$ cat src/rtl/btn_pkg.sv
// ============================================================================
// Module   : btn_pkg
// Brief    : Shared types and constants for the button event logic.
// Revision : 1.0
// ============================================================================
`default_nettype none

package btn_pkg;

    localparam int TMR_W = 16;

    typedef enum logic [1:0] {
        IDLE    = 2'd0,
        PRESSED = 2'd1,
        LONG    = 2'd2
    } btn_state_t;

endpackage : btn_pkg

`default_nettype wire

$ cat src/rtl/edge_det.sv
// ============================================================================
// Module   : edge_det
// Brief    : Rise/fall pulse generator for an already-synchronous level.
// Revision : 1.0
// ============================================================================
`default_nettype none

module edge_det (
    input  logic clk,
    input  logic rst,
    input  logic i_level,
    output logic o_rise,
    output logic o_fall
);

    logic r_prev;

    // Clearing to 0 means a level already high at reset release reads as a rise.
    always_ff @(posedge clk or posedge rst) begin
        if (rst) begin
            r_prev <= 1'b0;
        end else begin
            r_prev <= i_level;
        end
    end

    assign o_rise = i_level & ~r_prev;
    assign o_fall = ~i_level & r_prev;

endmodule : edge_det

`default_nettype wire

$ cat src/rtl/button_event_fsm.sv
// ============================================================================
// Module   : button_event_fsm
// Brief    : Turns a debounced switch level into press/release/long-press/
//            repeat pulses plus a wrapping press counter.
//            Auto-repeat is built only when BUTTON_AUTOREPEAT_EN is defined.
// Revision : 1.0
// ============================================================================
`default_nettype none

module button_event_fsm
    import btn_pkg::*;
#(
    parameter int LONG_MS   = 1000,
    parameter int REPEAT_MS = 200,
    parameter int CNT_W     = 8
) (
    input  logic             Clk1ms,
    input  logic             Rst,
    input  logic             SwOutDB1,
    output logic             Press,
    output logic             Release,
    output logic             LongPress,
    output logic             Repeat,
    output logic             Held,
    output logic [CNT_W-1:0] PressCount
);

    if (LONG_MS < 1 || LONG_MS > 65535) begin : g_bad_long_ms
        $error("LONG_MS out of range 1..65535");
    end
    if (REPEAT_MS < 1 || REPEAT_MS > 65535) begin : g_bad_repeat_ms
        $error("REPEAT_MS out of range 1..65535");
    end

    localparam logic [TMR_W-1:0] c_long_ms = TMR_W'(LONG_MS);
`ifdef BUTTON_AUTOREPEAT_EN
    localparam logic [TMR_W-1:0] c_repeat_ms = TMR_W'(REPEAT_MS);
`endif

    logic             w_rise;
    logic             w_fall;
    logic [TMR_W-1:0] w_tmr_inc;

    btn_state_t       r_state;
    btn_state_t       w_state_nxt;
    logic [TMR_W-1:0] r_tmr;
    logic [TMR_W-1:0] w_tmr_nxt;
    logic             r_press,   w_press_nxt;
    logic             r_release, w_release_nxt;
    logic             r_long,    w_long_nxt;
    logic             r_repeat,  w_repeat_nxt;
    logic             r_held,    w_held_nxt;
    logic [CNT_W-1:0] r_cnt,     w_cnt_nxt;

    edge_det u_edge_det (
        .clk     (Clk1ms),
        .rst     (Rst),
        .i_level (SwOutDB1),
        .o_rise  (w_rise),
        .o_fall  (w_fall)
    );

    // Comparing the incremented value lets the pulse land exactly LONG_MS /
    // REPEAT_MS cycles after the cycle in which the timer was cleared.
    assign w_tmr_inc = r_tmr + TMR_W'(1);

    always_ff @(posedge Clk1ms or posedge Rst) begin
        if (Rst) begin
            r_state   <= IDLE;
            r_tmr     <= '0;
            r_press   <= 1'b0;
            r_release <= 1'b0;
            r_long    <= 1'b0;
            r_repeat  <= 1'b0;
            r_held    <= 1'b0;
            r_cnt     <= '0;
        end else begin
            r_state   <= w_state_nxt;
            r_tmr     <= w_tmr_nxt;
            r_press   <= w_press_nxt;
            r_release <= w_release_nxt;
            r_long    <= w_long_nxt;
            r_repeat  <= w_repeat_nxt;
            r_held    <= w_held_nxt;
            r_cnt     <= w_cnt_nxt;
        end
    end

    always_comb begin
        w_state_nxt   = r_state;
        w_tmr_nxt     = r_tmr;
        w_press_nxt   = 1'b0;
        w_release_nxt = 1'b0;
        w_long_nxt    = 1'b0;
        w_repeat_nxt  = 1'b0;
        w_held_nxt    = r_held;
        w_cnt_nxt     = r_cnt;
        case (r_state)
            IDLE: begin
                if (w_rise) begin
                    w_state_nxt = PRESSED;
                    w_tmr_nxt   = '0;
                    w_press_nxt = 1'b1;
                    w_cnt_nxt   = r_cnt + CNT_W'(1);
                end
            end
            PRESSED: begin
                // Fall is tested first so it wins a tie with the long-press point.
                if (w_fall) begin
                    w_state_nxt   = IDLE;
                    w_tmr_nxt     = '0;
                    w_release_nxt = 1'b1;
                end else if (w_tmr_inc == c_long_ms) begin
                    w_state_nxt = LONG;
                    w_tmr_nxt   = '0;
                    w_long_nxt  = 1'b1;
                    w_held_nxt  = 1'b1;
                end else begin
                    w_tmr_nxt = w_tmr_inc;
                end
            end
            LONG: begin
                if (w_fall) begin
                    w_state_nxt   = IDLE;
                    w_tmr_nxt     = '0;
                    w_release_nxt = 1'b1;
                    w_held_nxt    = 1'b0;
`ifdef BUTTON_AUTOREPEAT_EN
                end else if (w_tmr_inc == c_repeat_ms) begin
                    w_tmr_nxt    = '0;
                    w_repeat_nxt = 1'b1;
`endif
                end else begin
                    w_tmr_nxt = w_tmr_inc;
                end
            end
            default: begin
                w_state_nxt = IDLE;
                w_tmr_nxt   = '0;
                w_held_nxt  = 1'b0;
            end
        endcase
    end

    assign Press      = r_press;
    assign Release    = r_release;
    assign LongPress  = r_long;
    assign Repeat     = r_repeat;
    assign Held       = r_held;
    assign PressCount = r_cnt;

endmodule : button_event_fsm

`default_nettype wire

$ cat config.mk
export PLATFORM = sky130hd
export DESIGN_NAME = button_event_fsm
export DESIGN_NICKNAME = d
export VERILOG_FILES = /design/src/rtl/btn_pkg.sv /design/src/rtl/edge_det.sv /design/src/rtl/button_event_fsm.sv
export SDC_FILE = /design/constraint.sdc
export NUM_CORES = 1
export LEC_CHECK = 0
export CAP_MARGIN = 20
export CORE_ASPECT_RATIO = 0.5
export CORE_MARGIN = 2
export CORE_UTILIZATION = 26
export DETAILED_ROUTE_END_ITERATION = 8
export PLACE_DENSITY_LB_ADDON = 0.08
export SYNTH_ARGS = -nofsm -noshare
export SYNTH_HDL_FRONTEND = slang
export SYNTH_SLANG_ARGS = --single-unit
$ cat constraint.sdc
create_clock -name Clk1ms -period 6.55 [get_ports Clk1ms]
set_clock_uncertainty 0.2 [all_clocks]
set_input_delay 0.655 -clock Clk1ms [delete_from_list [all_inputs] [get_ports Clk1ms]]
set_output_delay 0.655 -clock Clk1ms [all_outputs]
set_load 0.01 [all_outputs]
==> results of run 1 <==
[cell usage after synthesis, drive strengths merged (5+ instances only)]
cell / n
dfrtp: 31
nor2: 20
a21oi: 5
clkbuf: 9
xnor2: 7
a31oi: 5
nand3: 17
nand2: 28
o21ai: 6
and3: 7
buf: 6
xor2: 5
ha: 5
inv: 6
o31ai: 5
nor3: 10
nor4: 5
[layout make-up]
type / count / area [um2] / area share, %
well taps: 96 / 120 / 5.01
multi-input cells: 172 / 1160 / 48.3
inverters: 6 / 22.5 / 0.940
clock buffers: 6 / 139 / 5.80
repair buffers: 15 / 148 / 6.16
flip-flops and latches: 31 / 776 / 32.4
clock inverters: 2 / 35.0 / 1.46
[cells by family (layout without fill, tap and decap cells)]
family,count (synthesis),in the layout,share of synthesized area [%]
xor gates and xnor gates,12,12,5.18
other,1,1,0.185
buffers and inverters,21,29,4.81
adders and majority gates,5,5,3.08
muxes,2,2,1.05
AOI/OAI and AO/OA,40,40,16.8
DFF,31,31,38.2
and+or+nand+nor,112,112,30.6
[state kept, by name, indices dropped and copies added (netlist names)]
register and cells:
Held 1, r_tmr 16, Release 1, u_edge_det.r_prev 1, Press 1, LongPress 1, PressCount 8, r_state 2
[how the worst min path moves through the flow]
stage,startpoint,cells after the start,to
after floorplan,r_state[1],2,r_state[1]
after global placement,PressCount[7],1,PressCount[7]
after detailed placement,PressCount[7],1,PressCount[7]
after CTS,PressCount[7],1,PressCount[7]
after global routing,PressCount[7],1,PressCount[7]
final,PressCount[7],1,PressCount[7]
[power breakdown]
part	switching (mW)	total [mW]	leakage [nW]	internal (mW)
Clock	0.0868	0.276	0.0868	0.189
Combinational	0.113	0.189	0.455	0.0761
Sequential	0.0314	0.251	0.418	0.220
Total	0.231	0.716	0.959	0.485
[worst register-to-register path: stages (launching register included)]
cell and delay, ns:
dfrtp_1 0.42, ha_1 0.24, nand3_2 0.20, or3_2 0.59, xor2_1 0.25, or4b_4 0.51, o31ai_4 0.59, nor3_1 0.11
a311o_1 0.34
[layer usage]
| layer | part of all wire, % | vias to the layer above | track usage (%) |
|---|---|---|---|
| met4 | 1.2 | 0 | 5.03 |
| met1 | 50 | 820 | 18.5 |
| met5 | 0 | - | 0 |
| met3 | 4.5 | 5 | 3.69 |
| li1 | - | 829 | - |
| met2 | 44 | 40 | 21.1 |
==> flow_metrics.py, run 1 <==
metrics = {
    "run": {
        "drv_cap": 0,
    },
    "timing": {
        "tns_ns": 0,
        "rsz0062_at_grt": "false",
        "finalHoldViolations": 0,
        "max_slew_margin_pct": 53.1,
        "post-route-min-period_ns": 3.57,
        "setup_viol": 0,
        "tightest_slew_ns": 0.703,
        "fmax_mhz": 280,
        "maxSlewViolCount": 0,
        "setup_ws_ns": 2.98,
        "timing.final.crit_share_pct": 54.4,
        "fin_hold_ws_ns": 0.275,
    },
    "power_and_ir_drop": {
        "p_leak_nw": 0.959,
        "power_density_nw_per_um2": 299,
        "total_power_mw": 0.716,
        "peakVddDrop_uv": 92.1,
    },
    "drt": {
        "drtIter0Drc": 129,
        "dr.pass1.iters": 4,
        "remaining_drc_errors": 0,
        "wl_um": 5210,
        "post_drt_wl_per_cell_um": 15.9,
        "vias": 1694,
        "ant_nets": 0,
        "post_drt_via_cell_ratio": 5.16,
    },
    "cts": {
        "numCtsBuffers": 5,
        "clkTransAtPathRegs_ns": 0.05,
        "cts_root_buf": "clkbuf_16",
        "ctsHoldBuffers": 0,
        "clock_path_buffers": 2,
        "cts_sinks": 31,
        "cts_tree": "built",
        "htree_levels": 2,
        "clk_latency_ns": 0.28,
        "cts_resized": 0,
        "cts_setup_buffers": 0,
    },
    "logic_synthesis": {
        "syn_avg_cell_area_um2": 9.06,
        "synthTopCellsByArea": "dfrtp_1, nand2_1, nand3_1",
        "ys_seq_area_share_pct": 38.2,
        "synthCells": 224,
        "synth_ff_type": "dfrtp_1",
        "netlist.area_leader.share_pct": 38.2,
        "ys_types": 60,
        "ys_async_sr_fraction_pct": 100,
        "yosysWarnings": 0,
        "syn-num-nets": 232,
        "netlist_area_um2": 2030,
        "synth_seq_cells": 31,
        "synth_area_leader_cell": "dfrtp_1",
        "synth-edff-count": 0,
    },
    "place": {
        "place_ws_ns": 2.85,
        "dp_cells": 320,
        "gp_congestion": 0.803,
        "dp_hpwl_um": 3660,
        "placed_area_um2": 2220,
        "placement.io_buffers": 14,
    },
    "grt": {
        "grt_max_degree": 32,
        "grtUsageTotal_pct": 13.7,
        "antenna_found_initial": 0,
        "grt_pass1_vias": 1605,
        "grt_first_pass_wirelength_um": 8740,
        "overflow": 0,
    },
    "setup_path": {
        "path_class": "flip-flop to flip-flop",
        "worstSetupPathDepth": 8,
        "r2r_start": "r_tmr[0]",
        "worstPathRequired_ns": 6.51,
        "cpMaxStageDelayCell": "or3_2",
        "r2r_cells": 8,
        "slowest_delay_ns": 0.59,
        "cp_cell_sequence": "ha_1, nand3_2, or3_2, xor2_1, or4b_4, o31ai_4, nor3_1, a311o_1",
        "worstPathMaxFanout": 13,
        "cp-start-kind": "flip-flop",
        "path_delay_family": "simple AND/OR/NAND/NOR gates",
        "timing.rr.end": "r_tmr[11]",
        "critical_path_buf_inv_count": 0,
        "crit_path_start": "r_tmr[0]",
        "cp-endpoint": "r_tmr[11]",
        "arrival_ns": 3.53,
        "r2r_slack_ns": 2.98,
        "cp-end-kind": "flip-flop",
    },
    "cells_and_area": {
        "final_util_pct": 32.2,
        "syn_to_final_growth_pct": 18.1,
        "diodes": 0,
        "final_cell_mix": "dfrtp_1, nand2_1, nor2_1",
        "nets": 239,
        "final_cells": 328,
        "drive_above_1_share_pct": 10.8,
        "layout_commonest_cell": "dfrtp_1",
        "design_area_um2": 2400,
        "fill_cells": 761,
    },
    "floorplanning": {
        "io_pins": 16,
        "die_h_um": 66.5,
        "die_w_um": 129,
        "die_area_um2": 8570,
        "fp.coreArea_um2": 7430,
        "rows": 22,
        "start_util_pct": 27.3,
    },
    "outcome": {
        "outcome": "complete, no violations",
    },
    "worst_hold_path": {
        "hold_class": "flip-flop to flip-flop",
    },
}
Note: power is estimated with default switching activity, not from simulation.
==> inputs of run 2 (changes only) <==
Clock period 6.55 ns to 3.3 ns, I/O delays scaled along.
==> run 2 against run 1 <==
  * Critical path depth is 2 higher
  * Cell count is 4.0% higher
  * Worst hold slack worse by 0.027 ns
  * Sequential power is 98% higher
  * Clock power is 67% higher
  * First-iteration DRC count is 0.78% lower
  * Critical path type unchanged
  * Critical endpoint unchanged
==> flow_metrics.py, run 2 (synthesis gave the netlist of run 1 again) <==
metrics = {
    "outcome": {
        "outcome": "complete, no violations",
    },
    "setup_path": {
        "worstPathMaxFanout": 9,
        "cp-start-kind": "flip-flop",
        "slowest_delay_ns": 0.55,
        "path_delay_family": "simple AND/OR/NAND/NOR gates",
        "r2r_slack_ns": 0.17,
        "r2r_cells": 10,
        "timing.rr.end": "r_tmr[11]",
        "cp-end-kind": "flip-flop",
        "critical_path_buf_inv_count": 2,
        "worstPathRequired_ns": 3.26,
        "cp_cell_sequence": "ha_2, nand3_2, nor4_1, buf_4, xor2_1, or4b_4, o31ai_4, buf_12, nor3_1, a311o_1",
        "cpMaxStageDelayCell": "or4b_4",
        "r2r_start": "r_tmr[0]",
        "arrival_ns": 3.09,
        "path_class": "flip-flop to flip-flop",
    },
    "floorplanning": {
        "io_pins": 16,
        "rows": 22,
        "die_h_um": 66.5,
        "fp.coreArea_um2": 7430,
        "die_w_um": 129,
        "start_util_pct": 27.3,
        "die_area_um2": 8570,
    },
    "grt": {
        "antenna_found_initial": 0,
        "grt_pass1_vias": 1725,
        "overflow": 0,
        "grt_first_pass_wirelength_um": 9250,
        "grtUsageTotal_pct": 14.4,
        "grt_max_degree": 32,
    },
    "drt": {
        "dr.pass1.iters": 4,
        "post_drt_via_cell_ratio": 5.17,
        "vias": 1763,
        "drtIter0Drc": 128,
        "ant_nets": 0,
        "post_drt_wl_per_cell_um": 16.0,
        "wl_um": 5470,
        "remaining_drc_errors": 0,
    },
    "cts": {
        "htree_levels": 2,
        "ctsHoldBuffers": 0,
        "cts_sinks": 31,
        "numCtsBuffers": 5,
        "cts_root_buf": "clkbuf_16",
        "cts_tree": "built",
        "clock_path_buffers": 2,
        "clkTransAtPathRegs_ns": 0.05,
        "clk_latency_ns": 0.28,
    },
    "timing": {
        "post-route-min-period_ns": 3.13,
        "rsz0062_at_grt": "false",
        "max_slew_margin_pct": 61.0,
        "setup_viol": 0,
        "fmax_mhz": 319,
        "maxSlewViolCount": 0,
        "timing.final.crit_share_pct": 95.0,
        "finalHoldViolations": 0,
        "tns_ns": 0,
        "tightest_slew_ns": 0.583,
    },
    "run": {
        "drv_cap": 0,
    },
    "place": {
        "gp_congestion": 0.772,
        "dp_hpwl_um": 3990,
        "placed_area_um2": 2320,
        "placement.io_buffers": 14,
    },
    "power_and_ir_drop": {
        "power_density_nw_per_um2": 546,
        "p_leak_nw": 1.02,
        "peakVddDrop_uv": 221,
    },
    "cells_and_area": {
        "fill_cells": 767,
        "drive_above_1_share_pct": 16.7,
        "syn_to_final_growth_pct": 23.0,
        "seq_area_um2": 776,
        "diodes": 0,
        "nets": 253,
        "multi_input_area_um2": 1170,
        "top_register": "r_tmr",
        "final_cell_mix": "dfrtp_1, nand2_1, nor2_1",
        "design_area_um2": 2500,
        "layout_commonest_cell": "dfrtp_1",
        "largest_reg_flops": 16,
    },
    "worst_hold_path": {
        "hold_class": "input pin to async pin",
    },
}
==> run 2: changes by cell type in the layout (fill, tap and decap cells not counted) <==
cell       previous run  this run
bufinv_16             1         0
nor4_1                2         1
buf_4                 1        14
ha_2                  0         1
o21ai_1               1         0
ha_1                  5         4
buf_12                0         1
o21ai_2               0         1
nor4_2                2         3
==> run 2: metal layers <==
layer	wire length [um]	global-route usage [%]
met5	0	0
met4	74	3.80
met3	285	4.58
met2	2390	22.2
met1	2720	19.5
==> run 2: layout make-up <==
type                            instances  area share (%)
Clock buffer                            6            5.56
Inverter                                6           0.902
Sequential cell                        31            31.1
Tap cell                               96            4.81
Multi-Input combinational cell        172            46.8
Timing Repair Buffer                   29            10.6
Clock inverter                          1           0.201
==> run 2: worst max path at each step <==
stage | start | slack [ns] | cells after the start | end
after detailed placement | r_tmr[0] | 0.07 | 8 | r_tmr[11]
after floorplan | r_tmr[0] | 0.23 | 9 | r_tmr[7]
after CTS | r_tmr[0] | 0.05 | 8 | r_tmr[11]
final | r_tmr[0] | 0.17 | 10 | r_tmr[11]
after global routing | r_tmr[0] | 0.03 | 9 | r_tmr[5]
after global placement | r_tmr[0] | 0.13 | 9 | r_tmr[11]
==> run 2: worst min-delay path, delay by kind of cell <==
kind | cells | cell delay [ns]
buffers and inverters | 3 | 0.82
==> run 2: repair_timing <==
item                                    in CTS  in global routing
resized for setup                            0                  3
setup buffers                                0                  1
endpoints found under the setup margin       0                 11
==> run 2: power breakdown <==
group / leakage (nW) / switching [mW] / internal, mW / total [mW]
clock: 0.0727 / 0.167 / 0.294 / 0.461
combinational: 0.527 / 0.232 / 0.171 / 0.404
sequential: 0.418 / 0.0617 / 0.436 / 0.498
==> run 2: metrics by stage <==
stage / cells / utilization (%) / worst slack [ns] / hold WS, ns / power (mW)
floorplan: 224 / - / 0.232 / 0.161 / 0.735
global placement: 333 / 31.2 / 0.128 / 0.265 / 0.897
detailed placement: 333 / 31.2 / 0.0675 / 0.262 / 0.899
CTS: 340 / 33.1 / 0.0514 / 0.271 / 1.37
global route: 341 / 33.6 / 0.0286 / 0.301 / 1.46
finish: 341 / 33.6 / 0.167 / 0.249 / 1.36
